[src/rtl/mix_columns_iter.sv]
// Iterative AES MixColumns / InvMixColumns engine, transforming COLS_PER_CYCLE
// columns per busy cycle in place, with valid/ready handshakes on both sides.
module mix_columns_iter #(
  parameter int COLS_PER_CYCLE = 1
) (
  input  logic         clk,
  input  logic         rst_n,
  input  logic         in_valid,
  output logic         in_ready,
  input  logic         in_op,
  input  logic [127:0] in_data,
  output logic         out_valid,
  input  logic         out_ready,
  output logic [127:0] out_data,
  output logic         busy
);

  // state | meaning
  // IDLE  | waiting for an input block
  // BUSY  | transforming columns of the captured block
  // DONE  | result presented until consumed
  typedef enum logic [1:0] {IDLE, BUSY, DONE} state_t;

  if (COLS_PER_CYCLE != 1 && COLS_PER_CYCLE != 2 && COLS_PER_CYCLE != 4) begin : g_bad_cols
    $error("mix_columns_iter: COLS_PER_CYCLE must be 1, 2 or 4");
  end

  // With four columns per cycle the step wraps to 0, which keeps the counter at 0.
  localparam logic [1:0] STEP = 2'(COLS_PER_CYCLE);
  localparam logic [1:0] LAST = 2'(4 - COLS_PER_CYCLE);

  state_t       state, state_next;
  logic [1:0]   col_cnt;
  logic [1:0]   col_idx;
  logic [127:0] st_reg;
  logic [127:0] st_mixed;
  logic         op_reg;
  logic         accept;

  function automatic logic [7:0] xt(input logic [7:0] b);
    return {b[6:0], 1'b0} ^ (b[7] ? 8'h1b : 8'h00);
  endfunction

  function automatic logic [31:0] mix_col(input logic [31:0] col, input logic enc);
    logic [7:0] a  [4];
    logic [7:0] x2 [4];
    logic [7:0] x4 [4];
    logic [7:0] x8 [4];
    logic [7:0] m  [4];
    for (int j = 0; j < 4; j++) begin
      a[j]  = col[31-8*j -: 8];
      x2[j] = xt(a[j]);
      x4[j] = xt(x2[j]);
      x8[j] = xt(x4[j]);
    end
    for (int r = 0; r < 4; r++) begin
      if (enc)
        m[r] = x2[r] ^ (x2[(r+1)%4] ^ a[(r+1)%4]) ^ a[(r+2)%4] ^ a[(r+3)%4];
      else
        m[r] = (x8[r] ^ x4[r] ^ x2[r])
             ^ (x8[(r+1)%4] ^ x2[(r+1)%4] ^ a[(r+1)%4])
             ^ (x8[(r+2)%4] ^ x4[(r+2)%4] ^ a[(r+2)%4])
             ^ (x8[(r+3)%4] ^ a[(r+3)%4]);
    end
    return {m[0], m[1], m[2], m[3]};
  endfunction

  always_comb begin
    st_mixed = st_reg;
    col_idx  = '0;
    for (int k = 0; k < COLS_PER_CYCLE; k++) begin
      col_idx = col_cnt + 2'(k);
      st_mixed[127-32*col_idx -: 32] = mix_col(st_reg[127-32*col_idx -: 32], op_reg);
    end
  end

  always_ff @(posedge clk or negedge rst_n) begin
    if (!rst_n) state <= IDLE;
    else        state <= state_next;
  end

  always_comb begin
    state_next = state;
    in_ready   = 1'b0;
    out_valid  = 1'b0;
    busy       = 1'b0;
    case (state)
      IDLE: begin
        in_ready = 1'b1;
        if (in_valid) state_next = BUSY;
      end
      BUSY: begin
        busy = 1'b1;
        if (col_cnt == LAST) state_next = DONE;
      end
      DONE: begin
        out_valid = 1'b1;
        in_ready  = out_ready;
        if (out_ready) state_next = in_valid ? BUSY : IDLE;
      end
      default: state_next = IDLE;
    endcase
  end

  assign accept   = in_valid && in_ready;
  assign out_data = st_reg;

  always_ff @(posedge clk or negedge rst_n) begin
    if (!rst_n) begin
      st_reg  <= '0;
      op_reg  <= 1'b0;
      col_cnt <= '0;
    end else if (accept) begin
      st_reg  <= in_data;
      op_reg  <= in_op;
      col_cnt <= '0;
    end else if (state == BUSY) begin
      st_reg  <= st_mixed;
      col_cnt <= col_cnt + STEP;
    end
  end

endmodule

[config.mk]
export PLATFORM = sky130hd
export DESIGN_NAME = mix_columns_iter
export DESIGN_NICKNAME = d
export VERILOG_FILES = /design/src/rtl/mix_columns_iter.sv
export SDC_FILE = /design/constraint.sdc
export NUM_CORES = 1
export LEC_CHECK = 0
export ABC_CLOCK_PERIOD_IN_PS = 3060
export CORE_AREA = 3 3 148 150
export CTS_BUF_LIST = sky130_fd_sc_hd__clkbuf_8
export DETAILED_ROUTE_END_ITERATION = 10
export DIE_AREA = 0 0 151 153
export GPL_TIMING_DRIVEN = 0
export PLACE_DENSITY = 0.75
export SLEW_MARGIN = 15
export SYNTH_ARGS = -nofsm -noshare
export SYNTH_HDL_FRONTEND = slang
export SYNTH_SLANG_ARGS = --single-unit
export TNS_END_PERCENT = 5
[constraint.sdc]
create_clock -name clk -period 3.06 [get_ports clk]
set_input_delay 0.459 -clock clk [delete_from_list [all_inputs] [get_ports clk]]
set_output_delay 0.459 -clock clk [all_outputs]
set_load 0.03 [all_outputs]
==> impl_metrics.toml <==
[timing]
rsz0062_at_grt = "true"
fin_crit_sh = 1.110
clock_skew_ns = 0.01676
drv_slew = 0
setup_viol = 128
max_freq_mhz = 294.5
finalHoldViolations = 0
relSlewSlack = 0.3277
worstMarginPinSlew_ns = 1.008
fin_tns_setup_ns = -24.48
setup_ws_ns = -0.3353
holdWs_ns = 0.4432
period_needed_ns = 3.395

[critical_path]
slowest_delay_ns = 0.59
critPathLaunch = "col_cnt[0]"
reg2reg_depth = 11
crit_end = "out_data[107]"
cp-start-kind = "flop"
regToRegEndpoint = "out_data[107]"
critPathRequiredTime_ns = 3.44
crit_arrival_ns = 3.78
cp-end-kind = "flop"
r2r_start = "col_cnt[0]"
crit_path_frequent_cell = "buf_12"
ff2ff_setup_slack_ns = -0.34
critical_path_class = "reg -> reg"
cp_slowest_cell = "mux4_2"
cp_max_fo = 7
crit_chain = "buf_12, buf_12, buf_12, buf_16, mux4_2, buf_4, xnor2_1, xnor3_2, xnor2_1, nand2_1, o21ai_1"

[yosys]
synthesis.nets = 929
yosysTopAreaCellShare = 0.3756
ys_types = 39
synth-edff-count = 0
synth_area_leaders = "dfrtp_1, xnor2_1, a22oi_1, mux4_2, xnor3_1"
ys_seq_area_frac = 0.3756
synth_top_cell_by_area = "dfrtp_1"
synthTopCellsByCount = "dfrtp_1, xnor2_1, a22oi_1"
avgSynthCellArea_um2 = 11.19
ys.flop_type = "dfrtp_1"
synthArstFlopShare = 1.000
synth_cells = 792
yosys_warnings = 0
synth_seq_cells = 133
synth_area_um2 = 8861
synth.most_common_cell = "dfrtp_1"

[global_route]
grt_pass1_wl_um = 55830
grt.total_usage = 0.3285
grt_max_degree = 93
grt_pass1_vias = 9127
grt-ovfl-total = 0
grt_antenna_before_repair = 1

[routing]
vias_per_cell = 6.260
drt_iter0_markers = 1288
drtPass1Iterations = 6
drt_wl_total_um = 40450
routedWlPerCell_um = 27.95
drc = 0
ant_nets = 0
dr_total_vias = 9058

[cells_and_area]
final_nets = 1296
num_antenna_cells = 0
largest_reg_flops = 128
drive_gt1_frac = 0.2381
synthToLayoutAreaGrowth_pct = 58.75
final_util = 0.6756

[hold_path]
hp-class = "in -> async"

[run_status]
status = "complete, but fails checks"
violations = "negative setup slack"

[clocking]
clk_latency_ns = 0.47
cts.path.max_buffers = 2
clock_sinks = 133
clkTransAtPathRegs_ns = 0.09
htreeDepth = 4
cts_tree = "yes"
numCtsBuffers = 17
cts_root_buf = "clkbuf_8"

[floorplanning]
dieWidth_um = 151
dieArea_um2 = 23100
ios = 264
core-area_um2 = 20820
dieHeight_um = 153
start_util = 0.4255
placementRows = 53

[placement]
dp_hpwl_um = 27280
numPortBuffers = 263
gp_congestion = 0.9673

[flow_run]
drv_cap = 0
[per-stage QoR]
stage,setup slack [ns],area (µm²),std cells
floorplan,-0.01834,8876,792
global placement,-3.870,11850,1330
detailed placement,-1.077,11890,1331
CTS,-0.1888,13450,1410
global route,-0.3803,14070,1447
finish,-0.3353,14070,1447
[logic make-up (layout without fill, tap and decap cells)]
logic type / count (synthesis) / in the layout / synth area share
compound gates: 268 / 268 / 0.1912
xor+xnor: 208 / 208 / 0.2669
fa+ha+maj: 4 / 4 / 0.005648
buf+inv: 72 / 452 / 0.03615
flops: 133 / 133 / 0.3756
mux: 41 / 41 / 0.09164
simple gates: 66 / 66 / 0.03290
[how the worst min path moves through the flow]
stage	to	depth (start not counted)	slack [ns]	from
after floorplan	col_cnt[0]	0	0.16	rst_n
after global placement	state[1]	1	0.50	state[0]
after detailed placement	out_data[92]	1	0.36	rst_n
after CTS	out_data[92]	2	0.46	rst_n
after global routing	out_data[92]	2	0.49	rst_n
final	out_data[92]	2	0.44	rst_n
[what timing repair did]
item | 4_1_cts | 5_1_grt
pin swaps | 46 | 45
hold buffers | 1 | 0
setup buffers | 49 | 39
cloned | 1 | 0
hold endpoints to repair | 41 | 0
resized for setup | 125 | 50
endpoints found under the setup margin | 128 | 128
[layout by cell type, fill, tap and decap left out, drive strengths merged, types with 2 or more instances in the layout]
master and n:
a21oi 14, a222oi 8, a22oi 116, and2 5, buf 107, clkbuf 63, clkdlybuf4s50 262, clkinv 4
clkinvlp 5, dfrtp 133, ha 4, inv 10, mux2i 8, mux4 32, nand2 21, nand2b 2
nand3 2, nor2 25, nor2b 2, nor3 5, o21ai 121, o22ai 4, o311ai 4, xnor2 130
xnor3 26, xor2 47, xor3 5
[layout make-up]
cell class              instances  area [µm²]
multi-input cells             587        6147
clock buffers                  18       247.7
flip-flops and latches        133        3328
repair buffers                353        3476
plain buffers                  62       401.6
fillers                      1488        6755
inverters                       5       18.77
well taps                     275       344.1
clock inverters                14       103.9
[metal layers]
layer  track usage  part of all wire  up-vias
met5             0           0.00049        -
met4        0.1667             0.069        2
met3       0.08746              0.11      190
met2        0.5198              0.47      791
met1        0.4147              0.34     4421
li1              -                 -     3654
[critical path: cells and delay by family (launching register included)]
family | cells | cell delay (ns)
mux | 1 | 0.59
flops | 1 | 0.40
compound gates | 1 | 0.21
simple gates | 1 | 0.14
buf+inv | 5 | 0.75
xor+xnor | 3 | 1.21
Power is not shown: default switching activity piles up to over one toggle a cycle in this logic, so the estimate is an artifact.
